## config.mk

```make
export PLATFORM = sky130hd
export DESIGN_NAME = voice_allocator_flat
export DESIGN_NICKNAME = d
export VERILOG_FILES = /design/src/rtl/voice_allocator_pkg.sv /design/src/rtl/voice_allocator_if.sv /design/src/rtl/voice_allocator_lru_tracker.sv /design/src/rtl/voice_allocator.sv /design/src/flat_wrapper.sv
export SDC_FILE = /design/constraint.sdc
export NUM_CORES = 1
export LEC_CHECK = 0
export CORE_ASPECT_RATIO = 1.1
export CORE_UTILIZATION = 50
export CTS_CLUSTER_SIZE = 30
export DETAILED_ROUTE_END_ITERATION = 8
export PLACE_DENSITY = 0.77
export SLEW_MARGIN = 20
export SYNTH_ARGS = -nofsm -noshare
export SYNTH_HDL_FRONTEND = slang
export SYNTH_HIERARCHICAL = 1
export SYNTH_SLANG_ARGS = --single-unit
```

## constraint.sdc

```tcl
create_clock -name clk -period 3.7 [get_ports clk]
set_input_delay 0.74 -clock clk [delete_from_list [all_inputs] [get_ports clk]]
set_output_delay 0.74 -clock clk [all_outputs]
set_load 0.005 [all_outputs]
```

## src/rtl/voice_allocator_pkg.sv

```systemverilog
`default_nettype none
// ============================================================================
//  Module   : voice_allocator_pkg
//  Purpose  : Shared definitions for the 4-voice polyphony allocator.
//             Event type codes, voice count, data width and FSM state encoding.
//  Revision : 1.0  initial release
// ============================================================================
package voice_allocator_pkg;

  localparam int W      = 7;  // MIDI data byte width
  localparam int NVOICE = 4;  // fixed: LRU rank is 2 bits

  localparam logic [1:0] EVT_OFF    = 2'b00;
  localparam logic [1:0] EVT_ON     = 2'b01;
  localparam logic [1:0] EVT_ALLOFF = 2'b10;
  localparam logic [1:0] EVT_IGN    = 2'b11;

  typedef enum logic [1:0] {
    S_IDLE   = 2'd0,
    S_SCAN   = 2'd1,
    S_COMMIT = 2'd2
  } state_t;

endpackage
`default_nettype wire

```

## src/rtl/voice_allocator_if.sv

```systemverilog
`default_nettype none
// ============================================================================
//  Module   : voice_allocator_if
//  Purpose  : Note-event valid/ready channel into the voice allocator.
//  Signals  : evt_valid  event present (master)
//             evt_ready  allocator can accept (slave)
//             evt_type   00 off, 01 on, 10 all-off, 11 ignored (master)
//             evt_note   note number (master)
//             evt_vel    velocity (master)
//  Revision : 1.0  initial release
// ============================================================================
interface voice_allocator_if #(
  parameter int W = 7
);
  logic         evt_valid;
  logic         evt_ready;
  logic [1:0]   evt_type;
  logic [W-1:0] evt_note;
  logic [W-1:0] evt_vel;

  modport master (output evt_valid, evt_type, evt_note, evt_vel, input evt_ready);
  modport slave  (input evt_valid, evt_type, evt_note, evt_vel, output evt_ready);
endinterface
`default_nettype wire

```

## src/rtl/voice_allocator_lru_tracker.sv

```systemverilog
`default_nettype none
// ============================================================================
//  Module   : lru_tracker
//  Purpose  : Least-recently-assigned ranking for 4 voices. Rank 3 = oldest.
//  Ports    : clk        system clock
//             rst        asynchronous active-high reset (ranks 3,2,1,0)
//             touch      strobe: make touch_idx the newest voice (already CE-qualified)
//             touch_idx  voice being assigned
//             oldest     index of the voice holding rank 3
//  Revision : 1.0  initial release
// ============================================================================
module lru_tracker (
  input  wire logic       clk,
  input  wire logic       rst,
  input  wire logic       touch,
  input  wire logic [1:0] touch_idx,
  output logic      [1:0] oldest
);

  logic [1:0] rank [4];

  // Move-to-front: only voices younger than the touched one age by one,
  // so the four ranks stay a permutation of 0..3.
  always_ff @(posedge clk or posedge rst) begin
    if (rst) begin
      for (int i = 0; i < 4; i++) rank[i] <= 2'(3 - i);
    end else if (touch) begin
      for (int i = 0; i < 4; i++) begin
        if (2'(i) == touch_idx)
          rank[i] <= 2'd0;
        else if (rank[i] < rank[touch_idx])
          rank[i] <= rank[i] + 2'd1;
      end
    end
  end

  always_comb begin
    oldest = 2'd0;
    for (int i = 0; i < 4; i++) begin
      if (rank[i] == 2'd3) oldest = 2'(i);
    end
  end

endmodule
`default_nettype wire

```

## src/rtl/voice_allocator.sv

```systemverilog
`default_nettype none
// ============================================================================
//  Module   : voice_allocator
//  Purpose  : Polyphony scheduler for the 4-voice NCO bank. Accepts note
//             events, scans the voices one per CE cycle, then commits the
//             result (retrigger > free voice > steal oldest) in one edge.
//  Ports    : clk, rst       clock, asynchronous active-high reset
//             ce             clock enable for FSM, handshake and registers
//             evt            event channel (slave modport)
//             note_num_0..3  per-voice note number (registered)
//             note_vel_0..3  per-voice velocity (registered, 0 = silent)
//             voice_busy     bit n set while voice n holds a sounding note
//  Revision : 1.0  initial release
// ============================================================================
module voice_allocator
  import voice_allocator_pkg::*;
#(
  parameter int W      = voice_allocator_pkg::W,
  parameter int NVOICE = voice_allocator_pkg::NVOICE
) (
  input  wire logic        clk,
  input  wire logic        rst,
  input  wire logic        ce,
  voice_allocator_if.slave evt,
  output logic [W-1:0]     note_num_0,
  output logic [W-1:0]     note_num_1,
  output logic [W-1:0]     note_num_2,
  output logic [W-1:0]     note_num_3,
  output logic [W-1:0]     note_vel_0,
  output logic [W-1:0]     note_vel_1,
  output logic [W-1:0]     note_vel_2,
  output logic [W-1:0]     note_vel_3,
  output logic [NVOICE-1:0] voice_busy
);

  state_t       state, state_nxt;
  logic [1:0]   idx;
  logic [1:0]   lat_type;
  logic [W-1:0] lat_note, lat_vel;
  logic         match_found, free_found;
  logic [1:0]   match_idx, free_idx;
  logic [W-1:0] num_r [4];
  logic [W-1:0] vel_r [4];
  logic [3:0]   busy_r;
  logic [1:0]   oldest, target;
  logic         xfer, touch;

  assign xfer   = evt.evt_valid & evt.evt_ready & ce;
  assign target = match_found ? match_idx : (free_found ? free_idx : oldest);
  assign touch  = ce && (state == S_COMMIT) && (lat_type == EVT_ON);

  lru_tracker u_lru (
    .clk       (clk),
    .rst       (rst),
    .touch     (touch),
    .touch_idx (target),
    .oldest    (oldest)
  );

  always_ff @(posedge clk or posedge rst) begin
    if (rst)     state <= S_IDLE;
    else if (ce) state <= state_nxt;
  end

  always_comb begin
    state_nxt     = state;
    evt.evt_ready = 1'b0;
    case (state)
      S_IDLE: begin
        evt.evt_ready = 1'b1;
        if (evt.evt_valid) begin
          case (evt.evt_type)
            EVT_ALLOFF: state_nxt = S_COMMIT;
            EVT_IGN:    state_nxt = S_IDLE;
            default:    state_nxt = S_SCAN;
          endcase
        end
      end
      S_SCAN:   if (idx == 2'd3) state_nxt = S_COMMIT;
      S_COMMIT: state_nxt = S_IDLE;
      default:  state_nxt = S_IDLE;
    endcase
  end

  always_ff @(posedge clk or posedge rst) begin
    if (rst) begin
      idx         <= 2'd0;
      lat_type    <= EVT_OFF;
      lat_note    <= '0;
      lat_vel     <= '0;
      match_found <= 1'b0;
      free_found  <= 1'b0;
      match_idx   <= 2'd0;
      free_idx    <= 2'd0;
      busy_r      <= 4'd0;
      for (int i = 0; i < 4; i++) begin
        num_r[i] <= '0;
        vel_r[i] <= '0;
      end
    end else if (ce) begin
      case (state)
        S_IDLE: begin
          if (xfer) begin
            // A zero-velocity note-on is folded into a note-off here so the
            // commit stage only ever sees three event kinds.
            lat_type    <= (evt.evt_type == EVT_ON && evt.evt_vel == '0) ? EVT_OFF : evt.evt_type;
            lat_note    <= evt.evt_note;
            lat_vel     <= evt.evt_vel;
            idx         <= 2'd0;
            match_found <= 1'b0;
            free_found  <= 1'b0;
            match_idx   <= 2'd0;
            free_idx    <= 2'd0;
          end
        end
        S_SCAN: begin
          // Lowest index wins: later hits are ignored once a flag is set.
          if (busy_r[idx] && num_r[idx] == lat_note && !match_found) begin
            match_found <= 1'b1;
            match_idx   <= idx;
          end
          if (!busy_r[idx] && !free_found) begin
            free_found <= 1'b1;
            free_idx   <= idx;
          end
          idx <= idx + 2'd1;
        end
        S_COMMIT: begin
          case (lat_type)
            EVT_ON: begin
              num_r[target]  <= lat_note;
              vel_r[target]  <= lat_vel;
              busy_r[target] <= 1'b1;
            end
            EVT_OFF: begin
              // Pitch is held so the NCO does not glitch during release.
              if (match_found) begin
                vel_r[match_idx]  <= '0;
                busy_r[match_idx] <= 1'b0;
              end
            end
            EVT_ALLOFF: begin
              busy_r <= 4'd0;
              for (int i = 0; i < 4; i++) vel_r[i] <= '0;
            end
            default: ;
          endcase
        end
        default: ;
      endcase
    end
  end

  assign note_num_0 = num_r[0];
  assign note_num_1 = num_r[1];
  assign note_num_2 = num_r[2];
  assign note_num_3 = num_r[3];
  assign note_vel_0 = vel_r[0];
  assign note_vel_1 = vel_r[1];
  assign note_vel_2 = vel_r[2];
  assign note_vel_3 = vel_r[3];
  assign voice_busy = busy_r;

endmodule
`default_nettype wire

```

## src/flat_wrapper.sv

```systemverilog
// flat-port wrapper written by rule: the top's interface ports become plain ports
module voice_allocator_flat import voice_allocator_pkg::*;
#(
  parameter int W      = voice_allocator_pkg::W,
  parameter int NVOICE = voice_allocator_pkg::NVOICE
)
  (clk, rst, ce, note_num_0, note_num_1, note_num_2, note_num_3, note_vel_0, note_vel_1, note_vel_2, note_vel_3, voice_busy, evt_evt_valid, evt_evt_type, evt_evt_note, evt_evt_vel, evt_evt_ready);
  voice_allocator_if #(.W(W)) evt_i ();
  input  wire logic clk;
  input  wire logic rst;
  input  wire logic ce;
  output logic [W-1:0] note_num_0;
  output logic [W-1:0] note_num_1;
  output logic [W-1:0] note_num_2;
  output logic [W-1:0] note_num_3;
  output logic [W-1:0] note_vel_0;
  output logic [W-1:0] note_vel_1;
  output logic [W-1:0] note_vel_2;
  output logic [W-1:0] note_vel_3;
  output logic [NVOICE-1:0] voice_busy;
  input wire logic [$bits(evt_i.evt_valid)-1:0] evt_evt_valid;
  input wire logic [$bits(evt_i.evt_type)-1:0] evt_evt_type;
  input wire logic [$bits(evt_i.evt_note)-1:0] evt_evt_note;
  input wire logic [$bits(evt_i.evt_vel)-1:0] evt_evt_vel;
  output wire logic [$bits(evt_i.evt_ready)-1:0] evt_evt_ready;
  assign evt_i.evt_valid = evt_evt_valid;
  assign evt_i.evt_type = evt_evt_type;
  assign evt_i.evt_note = evt_evt_note;
  assign evt_i.evt_vel = evt_evt_vel;
  assign evt_evt_ready = evt_i.evt_ready;
  voice_allocator #(.W(W), .NVOICE(NVOICE)) u_core (.clk(clk), .rst(rst), .ce(ce), .evt(evt_i), .note_num_0(note_num_0), .note_num_1(note_num_1), .note_num_2(note_num_2), .note_num_3(note_num_3), .note_vel_0(note_vel_0), .note_vel_1(note_vel_1), .note_vel_2(note_vel_2), .note_vel_3(note_vel_3), .voice_busy(voice_busy));
endmodule
```

==> Implementation_results.wiki, run 1 <==
{| class="wikitable"
! Metric !! Value
|-
| Post-layout power || 3.12 mW
|-
| CTS Hold Buffers Added || 0
|-
| Top Metal Used || met4
|-
| Met1 WL || 4.31 mm
|-
| Final net count || 461
|-
| Launch point of the worst hold path || u_core/note_vel_1[0]
|-
| Setup crit end kind || flop
|-
| Synth cell types || 52
|-
| Number of clock sinks seen by CTS || 94
|-
| Category of the critical setup timing path || in2reg
|-
| Number of enable-type register cells in the synthesized netlist || 0
|-
| Area share of fa/ha/maj cells after synthesis || 0.0225
|-
| Detail Route met3 WL || 453 um
|-
| Number of vias per cell || 5.75
|-
| Simple-gate share of the synthesized area || 0.0909
|-
| DRC violation count after routing || 0
|-
| Half-perimeter wire length after detailed placement || 7.13 mm
|-
| Area added between synthesis and finish || 25.6%
|-
| TNS Setup || 0 ps
|-
| Setup slack of the critical path after layout || 799 ps
|-
| TritonCTS clock tree || yes
|-
| Flip-flop cell with the highest count after synthesis || dfrtp_1
|-
| Clock latency of the later-clocked register in the worst-skew pair || 350 ps
|-
| Delay contributed by the slowest stage of the critical path || 540 ps
|-
| Global-route wire length before repair || 16.3 mm
|-
| Average size of a mapped cell || 12.8 um2
|-
| Number of design-rule violations left by the first detailed-router iteration || 140
|-
| Number of detailed-route iterations in the first pass || 4
|-
| FF/Latch Area || 0.00236 mm2
|-
| Synthesized cell area || 0.00444 mm2
|-
| Yosys Warn Count || 6
|-
| Path category of the worst min-delay check || reg2reg
|-
| Register bit total from synthesis || 94
|-
| GRT overflow || 0
|-
| CTS H-Tree Depth || 3
|-
| Dominant combinational cell family by area after synthesis || multiplexers
|-
| Cell-by-cell trace of the critical path || clkdlybuf4s50_1 -> nand3b_1 -> or3_1 -> inv_2 -> and3_1 -> o21ai_1 -> a22o_1
|-
| Buf/Inv on CP || 2
|-
| Pins Over Slew Limit || 0
|-
| Number of global-route vias before repair || 3,253
|-
| Start point of the critical path || ce
|-
| XOR/XNOR share of the synthesized area || 0.0177
|-
| Share of cell area taken by muxes after synthesis || 0.182
|-
| Maximum number of pins on one net before global-route repair || 87
|-
| Fraction of synthesis flops using an asynchronous set or reset pin || 1.00
|-
| Detailed-route wire length || 9.99 mm
|-
| Critical path arrival || 3140 ps
|-
| Maximum capacitance violations || 0
|-
| Port Buffers || 80
|-
| Share of the synthesized area in compound gates (AO/OA/AOI/OAI) || 0.126
|-
| Worst-margin pin slew || 733 ps
|-
| Routed length on met2 || 5.04 mm
|-
| Fraction of post-synthesis cell area in the top cell type by area || 0.507
|-
| RSZ-0062 raised after global routing || no
|-
| Total clock buffers created by CTS || 9
|-
| Antenna violations before repair || 0
|-
| Area contributors post-synth || dfrtp_1 (51%), mux2_1 (12%), a22o_1 (5.7%), mux4_2 (2.5%), dfstp_2 (2.4%)
|-
| Fillers || 670
|-
| CTS Root Cell || clkbuf_8
|-
| Largest delay share family, worst path || simple AND/OR/NAND/NOR gates
|-
| Antenna viol nets, final || 0
|-
| Worst r2r src || u_core/u_lru/rank[2]
|-
| Synthesized Nets || 374
|-
| IR drop worst, VDD || 222 uV
|-
| Antenna diode instance count || 0
|-
| Initial Utilization || 0.523
|-
| Required @ worst endpoint || 3940 ps
|-
| Clock-pin slew on the worst setup and hold paths || 80 ps
|-
| Cell accounting for the most synthesized area || dfrtp_1
|-
| Leakage power of the design || 2.49 nW
|-
| Total count of hold-check failures in the final report || 0
|-
| Worst slack after detailed placement || 422 ps
|-
| Gate count of the mapped netlist || 346
|-
| Post-CTS Setup Inserts || 0
|-
| Via count of the routed design || 3,157
|-
| GPL Wtd Cong || 0.835
|-
| Pwr Density || 559 mW/mm2
|-
| Maximum fanout encountered on the critical timing path || 16
|-
| Y dimension of the die || 101 um
|-
| Crit share post-route || 0.784
|-
| Max_slew headroom || 0.508
|-
| Run status || complete, no violations
|-
| Maximum clock insertion buffer count || 2
|-
| Area used by multi-input combinational logic || 0.00195 mm2
|-
| Top achievable clock speed || 345 MHz
|-
| Die area || 0.00927 mm2
|-
| Max Clock Skew || 12.3 ps
|-
| Worst Hold Margin || 504 ps
|-
| Post-synthesis sequential area ratio || 0.530
|-
| Fraction of final layout cells sized beyond drive strength 1 || 0.112
|-
| Number of resized instances in the post-cts repair step || 0
|-
| Chip width || 91.9 um
|-
| IO Pins || 81
|-
| Final setup violation count || 0
|-
| Routed length per placed instance || 18.2 um
|-
| Slowest stage cell, crit path || clkdlybuf4s50_1
|-
| Tmin final || 2900 ps
|-
| Number of standard-cell rows in the floorplan || 35
|-
| CP startpoint kind || input pin
|-
| Core footprint || 0.00850 mm2
|-
| GRT Resource Usage Total || 0.230
|}
[per-stage QoR]
| step | cells | area (um2) | utilization |
|---|---|---|---|
| after floorplan | 346 | 4440 | - |
| after global placement | 533 | 5390 | 0.634 |
| after detailed placement | 533 | 5390 | 0.634 |
| after CTS | 549 | 5580 | 0.657 |
| after global routing | 549 | 5580 | 0.657 |
| final | 549 | 5580 | 0.657 |
[metal layers]
layer	GRT usage	vias to the layer above
met5	0	-
met4	0.0938	0
met3	0.0437	16
met2	0.383	93
met1	0.297	1597
li1	-	1451
[synth_stat cells, types with 5 or more instances]
| master | count |
|---|---|
| mux2i_1 | 9 |
| clkbuf_1 | 5 |
| a22o_1 | 29 |
| nor2_1 | 14 |
| inv_1 | 13 |
| nand2_1 | 11 |
| ha_1 | 8 |
| xor2_1 | 7 |
| a21oi_1 | 14 |
| buf_4 | 5 |
| mux2_1 | 46 |
| o21ai_1 | 6 |
| dfrtp_1 | 90 |
| o21ai_0 | 13 |
| nor3b_1 | 6 |
| mux4_2 | 5 |
[path summary, 6_finish.rpt]
kind	slack [ps]	cells past startpoint	endpoint
min in group asynchronous	690	2	u_core/u_lru/rank[3]
min reg2reg	500	1	u_core/note_vel_1[0]
max reg2reg	830	11	u_core/u_lru/rank[7]
max in group asynchronous	2530	3	u_core/note_vel_3[6]
min	500	1	u_core/note_vel_1[0]
max	800	7	u_core/note_vel_3[5]
[layout by cell type (no fill, tap or decap), types with 9 or more instances in the layout]
| cell | count |
|---|---|
| clkdlybuf4s50_1 | 80 |
| clkbuf_8 | 11 |
| inv_1 | 12 |
| mux2_1 | 46 |
| nand2_1 | 11 |
| mux2i_1 | 9 |
| a22o_1 | 29 |
| buf_4 | 9 |
| dfrtp_1 | 90 |
| nor2_1 | 14 |
| a21oi_1 | 14 |
| o21ai_0 | 13 |
[layout make-up]
class	count	area share
Inverter	14	0.00964
Multi-Input combinational cell	224	0.350
Sequential cell	94	0.422
Clock inverter	5	0.00740
Tap cell	111	0.0249
Timing Repair Buffer	90	0.159
Clock buffer	11	0.0271
[cell families after synthesis]
group	count (synthesis)
AO/OA/AOI/OAI	78
XOR/XNOR	9
adder cells (fa/ha/maj)	8
buffers and inverters	28
flip-flops	94
multiplexers	65
AND/OR/NAND/NOR	64
[where the power goes]
part           leakage [nW]  internal, mW  switching (mW)
Sequential             1.25          1.26           0.316
Combinational          1.15         0.532           0.368
Clock                0.0922         0.286           0.362
Total                  2.49          2.08            1.05
[state kept, by name (all words and copies together), names as in the netlist, 2 cells and up]
register           cells
u_core/u_lru/rank      8
u_core/lat_type        2
u_core/note_num_0      7
u_core/free_idx        2
u_core/note_num_3      7
u_core/note_vel_3      7
u_core/idx             2
u_core/voice_busy      4
u_core/note_num_2      7
u_core/note_vel_1      7
u_core/state           2
u_core/note_vel_0      7
u_core/lat_vel         7
u_core/note_num_1      7
u_core/match_idx       2
u_core/note_vel_2      7
u_core/lat_note        7
Power figures use the tool's default switching activity.
==> inputs of run 2 (changes only) <==
- clock period: 3.7 -> 2.8 ns (I/O delays scaled with it)
==> Implementation_results.wiki, run 2 (synthesis gave the netlist of run 1 again) <==
{| class="wikitable"
! Metric !! Value
|-
| Fillers || 652
|-
| Cell-by-cell trace of the critical path || ha_1 -> a21o_1 -> mux2i_1 -> o21ai_2 -> mux4_2 -> inv_2 -> ha_1 -> nor3b_2 -> o21ai_1 -> a22o_1
|-
| Max_slew headroom || 0.529
|-
| Stages on the worst setup path || 10
|-
| Reg2Reg Setup Slack || 210 ps
|-
| Critical path arrival || 2890 ps
|-
| Clock latency of the later-clocked register in the worst-skew pair || 360 ps
|-
| CTS Root Cell || clkbuf_8
|-
| Clock-pin slew on the worst setup and hold paths || 90 ps
|-
| Pins Over Slew Limit || 0
|-
| Y dimension of the die || 101 um
|-
| Worst slack after detailed placement || 93.9 ps
|-
| Cell Count, Final, Fillers Out || 556
|-
| CP startpoint kind || flop
|-
| Final net count || 468
|-
| Routed length per placed instance || 17.8 um
|-
| Worst-margin pin slew || 702 ps
|-
| Number of clock sinks seen by CTS || 94
|-
| Chip width || 91.9 um
|-
| Max Clock Skew || 10.3 ps
|-
| Maximum clock insertion buffer count || 2
|-
| Via count of the routed design || 3,175
|-
| Initial Utilization || 0.523
|-
| Setup slack of the critical path after layout || 209 ps
|-
| Cell repeated most along the worst path || ha_1
|-
| RSZ-0062 raised after global routing || no
|-
| Slowest stage cell, crit path || dfstp_2
|-
| Global-route wire length before repair || 16.2 mm
|-
| Antenna diode instance count || 0
|-
| Die area || 0.00927 mm2
|-
| Total clock buffers created by CTS || 9
|-
| Fraction of final layout cells sized beyond drive strength 1 || 0.133
|-
| Delay contributed by the slowest stage of the critical path || 580 ps
|-
| GRT Resource Usage Total || 0.228
|-
| Max reg flops || 8
|-
| Largest delay share family, worst path || compound AO/OA/AOI/OAI gates
|-
| Leading cell types in the layout, fill and taps excluded || dfrtp_1 (90), clkdlybuf4s50_1 (80), mux2_1 (46), a22o_1 (29)
|-
| TritonCTS clock tree || yes
|-
| IO Pins || 81
|-
| TNS Setup || 0 ps
|-
| Port Buffers || 80
|-
| Number of design-rule violations left by the first detailed-router iteration || 152
|-
| Area added between synthesis and finish || 27.3%
|-
| Category of the critical setup timing path || reg2reg
|-
| Antenna violations before repair || 0
|-
| Critical path capture point || u_core/u_lru/rank[7]
|-
| Buf/Inv on CP || 1
|-
| Required @ worst endpoint || 3090 ps
|-
| Crit share post-route || 0.925
|-
| Number of global-route vias before repair || 3,174
|-
| Placed instance area || 0.00547 mm2
|-
| Final setup violation count || 0
|-
| Number of vias per cell || 5.71
|-
| Detailed-route wire length || 9.88 mm
|-
| Maximum fanout encountered on the critical timing path || 5
|-
| Number of standard-cell rows in the floorplan || 35
|-
| Maximum capacitance violations || 0
|-
| Setup crit end kind || flop
|-
| Top achievable clock speed || 386 MHz
|-
| Path category of the worst min-delay check || in2async
|-
| Start point of the critical path || u_core/u_lru/rank[5]
|-
| CTS H-Tree Depth || 3
|-
| Antenna viol nets, final || 0
|-
| R2R Path End || u_core/u_lru/rank[7]
|-
| Run status || complete, no violations
|-
| Most frequent standard cell in the layout excluding fill and tap cells || dfrtp_1
|-
| Core footprint || 0.00850 mm2
|-
| Cell count after placement || 539
|-
| Tmin final || 2590 ps
|-
| Half-perimeter wire length after detailed placement || 7.37 mm
|-
| R2R depth || 10
|-
| Pwr Density || 731 mW/mm2
|-
| GPL Wtd Cong || 0.807
|-
| Worst r2r src || u_core/u_lru/rank[5]
|-
| IR drop worst, VDD || 392 uV
|-
| GRT overflow || 0
|-
| CTS Hold Buffers Added || 0
|-
| Maximum number of pins on one net before global-route repair || 50
|-
| Register with the most flip-flops || u_core/u_lru/rank
|-
| Post-Layout Inst Area || 0.00566 mm2
|-
| DRC violation count after routing || 0
|-
| Number of detailed-route iterations in the first pass || 4
|-
| Total count of hold-check failures in the final report || 0
|-
| Post-layout power || 4.14 mW
|-
| Leakage power of the design || 2.53 nW
|}
run 2: cell count changes in the layout (fill, tap and decap cells not counted), moves of 2 or more:
| cell | before | now |
|---|---|---|
| inv_8 | 0 | 2 |
| clkbuf_8 | 11 | 9 |
| buf_12 | 1 | 3 |
| buf_4 | 9 | 14 |
run 2: how the worst min path moves through the flow:
stage / startpoint / endpoint / cells after the start / slack, ps
after floorplan: rst / u_core/u_lru/rank[0] / 1 / 370
after global placement: u_core/note_vel_0[2] / u_core/note_vel_0[2] / 1 / 480
after detailed placement: u_core/note_vel_2[5] / u_core/note_vel_2[5] / 1 / 490
after CTS: rst / u_core/free_found / 2 / 490
after global routing: rst / u_core/lat_type[0] / 2 / 520
final: rst / u_core/note_num_2[2] / 2 / 490
run 2: repair_timing:
item | CTS | global route
gates resized for setup | 0 | 1
buffers inserted | 0 | 1
setup endpoints to repair | 0 | 2
run 2: power breakdown:
group,total (mW),internal [mW],switching [mW]
Sequential,2.05,1.66,0.384
Clock,0.853,0.344,0.508
Combinational,1.24,0.724,0.512
run 2: worst register-to-register path: cells and delay by family (launching register included):
family                     cells  cell delay (ps)
adders and majority gates      2              430
DFF                            1              580
muxes                          2              600
buffers and inverters          1              110
AOI/OAI and AO/OA              4              620
and+or+nand+nor                1              190
run 2: through the flow:
step            util  hold WS [ps]
2_1_floorplan      -           373
3_3_place_gp   0.643           483
3_5_place_dp   0.643           487
4_1_cts        0.666           493
5_1_grt        0.666           520
6_report       0.666           494
run 2: cell type report:
type / count / area [um2] / share of cell area
flip-flops and latches: 94 / 2360 / 0.417
multi-input cells: 224 / 1950 / 0.345
repair buffers: 97 / 966 / 0.171
well taps: 111 / 139 / 0.0245
clock buffers: 9 / 124 / 0.0219
clock inverters: 7 / 65.1 / 0.0115
inverters: 14 / 53.8 / 0.00951
run 2: per-layer routing:
layer  track usage  vias to the layer above  share of wire
li1              -                     1481              -
met1         0.290                     1585           0.43
met2         0.392                       89           0.50
met3        0.0294                       20          0.041
met4         0.101                        0          0.024
met5             0                        -              0
==> inputs of run 3 (changes only) <==
- CORE_UTILIZATION: 50 -> 52
- PLACE_DENSITY: 0.77 -> 0.79
==> Implementation_results.wiki, run 3 (synthesis gave the netlist of run 1 again) <==
{| class="wikitable"
! Metric !! Value
|-
| Most frequent standard cell in the layout excluding fill and tap cells || dfrtp_1
|-
| Total count of hold-check failures in the final report || 0
|-
| Setup crit end kind || flop
|-
| GRT Resource Usage Total || 0.260
|-
| Buf/Inv on CP || 1
|-
| CP startpoint kind || flop
|-
| GRT overflow || 0
|-
| Register with the most flip-flops || u_core/u_lru/rank
|-
| Clock-pin slew on the worst setup and hold paths || 100 ps
|-
| TNS Setup || 0 ps
|-
| Initial Utilization || 0.534
|-
| Worst slack after detailed placement || 65.2 ps
|-
| Maximum number of pins on one net before global-route repair || 37
|-
| Leakage power of the design || 2.56 nW
|-
| Pins Over Slew Limit || 0
|-
| Maximum clock insertion buffer count || 2
|-
| Setup slack of the critical path after layout || 161 ps
|-
| Cell repeated most along the worst path || ha_1
|-
| Final net count || 472
|-
| DRC violation count after routing || 0
|-
| Critical path arrival || 2890 ps
|-
| Antenna viol nets, final || 0
|-
| Maximum capacitance violations || 0
|-
| Category of the critical setup timing path || reg2reg
|-
| Number of standard-cell rows in the floorplan || 35
|-
| CTS Root Cell || clkbuf_8
|-
| Detailed-route wire length || 10.7 mm
|-
| Port Buffers || 80
|-
| Design internal power || 2.83 mW
|-
| Share of power burned in the clock network || 0.225
|-
| Number of vias per cell || 5.88
|-
| Required @ worst endpoint || 3050 ps
|-
| Via count of the routed design || 3,293
|-
| IO Pins || 81
|-
| Antenna diode instance count || 0
|-
| IR drop worst, VDD || 414 uV
|-
| Routed length per placed instance || 19.0 um
|-
| Worst-margin pin slew || 686 ps
|-
| Global-route wire length before repair || 17.7 mm
|-
| RSZ-0062 raised after global routing || no
|-
| Crit share post-route || 0.943
|-
| Number of global-route vias before repair || 3,338
|-
| Number of design-rule violations left by the first detailed-router iteration || 173
|-
| Slowest stage cell, crit path || dfstp_2
|-
| GPL Wtd Cong || 0.797
|-
| Clock latency of the later-clocked register in the worst-skew pair || 380 ps
|-
| Antenna violations before repair || 0
|-
| Path category of the worst min-delay check || in2async
|-
| Post-Layout Inst Area || 0.00570 mm2
|-
| Pwr Density || 758 mW/mm2
|-
| Max reg flops || 8
|-
| Area added between synthesis and finish || 28.3%
|-
| Fraction of final layout cells sized beyond drive strength 1 || 0.140
|-
| Max_slew headroom || 0.540
|-
| Number of clock sinks seen by CTS || 94
|-
| Leading cell types in the layout, fill and taps excluded || dfrtp_1 (90), clkdlybuf4s50_1 (80), mux2_1 (46), a22o_1 (29), buf_4 (19)
|-
| Number of detailed-route iterations in the first pass || 4
|-
| TritonCTS clock tree || yes
|-
| Max Clock Skew || 10.8 ps
|-
| Core footprint || 0.00832 mm2
|-
| Final setup violation count || 0
|-
| Maximum fanout encountered on the critical timing path || 5
|-
| CTS H-Tree Depth || 3
|-
| Switching component of the power || 1.49 mW
|-
| Die area || 0.00892 mm2
|-
| Half-perimeter wire length after detailed placement || 7.59 mm
|-
| Total clock buffers created by CTS || 9
|-
| Flop pwr share || 0.476
|-
| Largest delay share family, worst path || compound AO/OA/AOI/OAI gates
|-
| Share of total power in combinational logic || 0.300
|-
| Net switching share of the total power || 0.344
|-
| Chip width || 90.1 um
|-
| Placed instance area || 0.00548 mm2
|-
| Delay contributed by the slowest stage of the critical path || 590 ps
|-
| Cell-by-cell trace of the critical path || ha_1 -> a21o_1 -> mux2i_1 -> o21ai_2 -> mux4_2 -> inv_2 -> ha_1 -> o32ai_1 -> nor3b_2
|-
| Y dimension of the die || 99.0 um
|-
| Run status || complete, no violations
|-
| Top achievable clock speed || 379 MHz
|-
| Tmin final || 2640 ps
|}
==> run 3: cell count changes in the layout (fill, tap and decap cells not counted) <==
cell,previous run,this run
bufinv_16,0,1
inv_8,2,1
clkinv_8,0,1
buf_4,14,19
clkinv_4,2,1
buf_12,3,2
==> run 3: what timing repair did <==
item | CTS | global route
hold buffers | 0 | 0
resized for setup | 0 | 1
setup buffers | 0 | 2
hold endpoints to repair | 0 | 0
setup endpoints to repair | 0 | 1
==> run 3: per-layer routing <==
metal / global-route usage / vias up / part of all wire
li1: - / 1479 / -
met1: 0.343 / 1674 / 0.43
met2: 0.430 / 123 / 0.50
met3: 0.0525 / 17 / 0.052
met4: 0.0943 / 0 / 0.021
met5: 0 / - / 0
==> run 3: worst paths after layout <==
path | start | to | slack, ps | cells past startpoint
setup / recovery | u_core/u_lru/rank[5] | u_core/u_lru/rank[0] | 160 | 9
hold / removal | rst | u_core/u_lru/rank[3] | 500 | 2
setup reg to reg | u_core/u_lru/rank[5] | u_core/u_lru/rank[0] | 160 | 9
hold reg to reg | u_core/note_vel_3[2] | u_core/note_vel_3[2] | 510 | 1
max in group asynchronous | rst | u_core/note_vel_3[1] | 1500 | 3
min in group clk | u_core/note_vel_3[2] | u_core/note_vel_3[2] | 510 | 1
==> run 3: per-stage QoR <==
stage	cells	hold slack, ps	total power, mW	util
2_1_floorplan	346	373	2.73	-
3_3_place_gp	542	483	3.30	0.658
3_5_place_dp	542	490	3.36	0.658
4_1_cts	558	494	4.33	0.684
5_1_grt	560	532	4.56	0.685
6_report	560	502	4.32	0.685
==> run 3: final cells by class <==
| type | instances | area (um2) |
|---|---|---|
| clock buffer | 9 | 124 |
| clock inverter | 7 | 91.3 |
| fill | 614 | 2620 |
| inverter | 14 | 53.8 |
| multi-input combinational | 224 | 1950 |
| sequential | 94 | 2360 |
| tap | 111 | 139 |
| timing repair buffer | 101 | 983 |
==> run 3: power by group through the flow <==
stage | Sequential, mW | Combinational, mW | Clock (mW)
detailed placement | 2.07 | 1.29 | 0
global route | 2.11 | 1.42 | 1.04
floorplan | 1.95 | 0.784 | 0
CTS | 2.05 | 1.30 | 0.988
finish | 2.05 | 1.29 | 0.971
global placement | 2.07 | 1.24 | 0
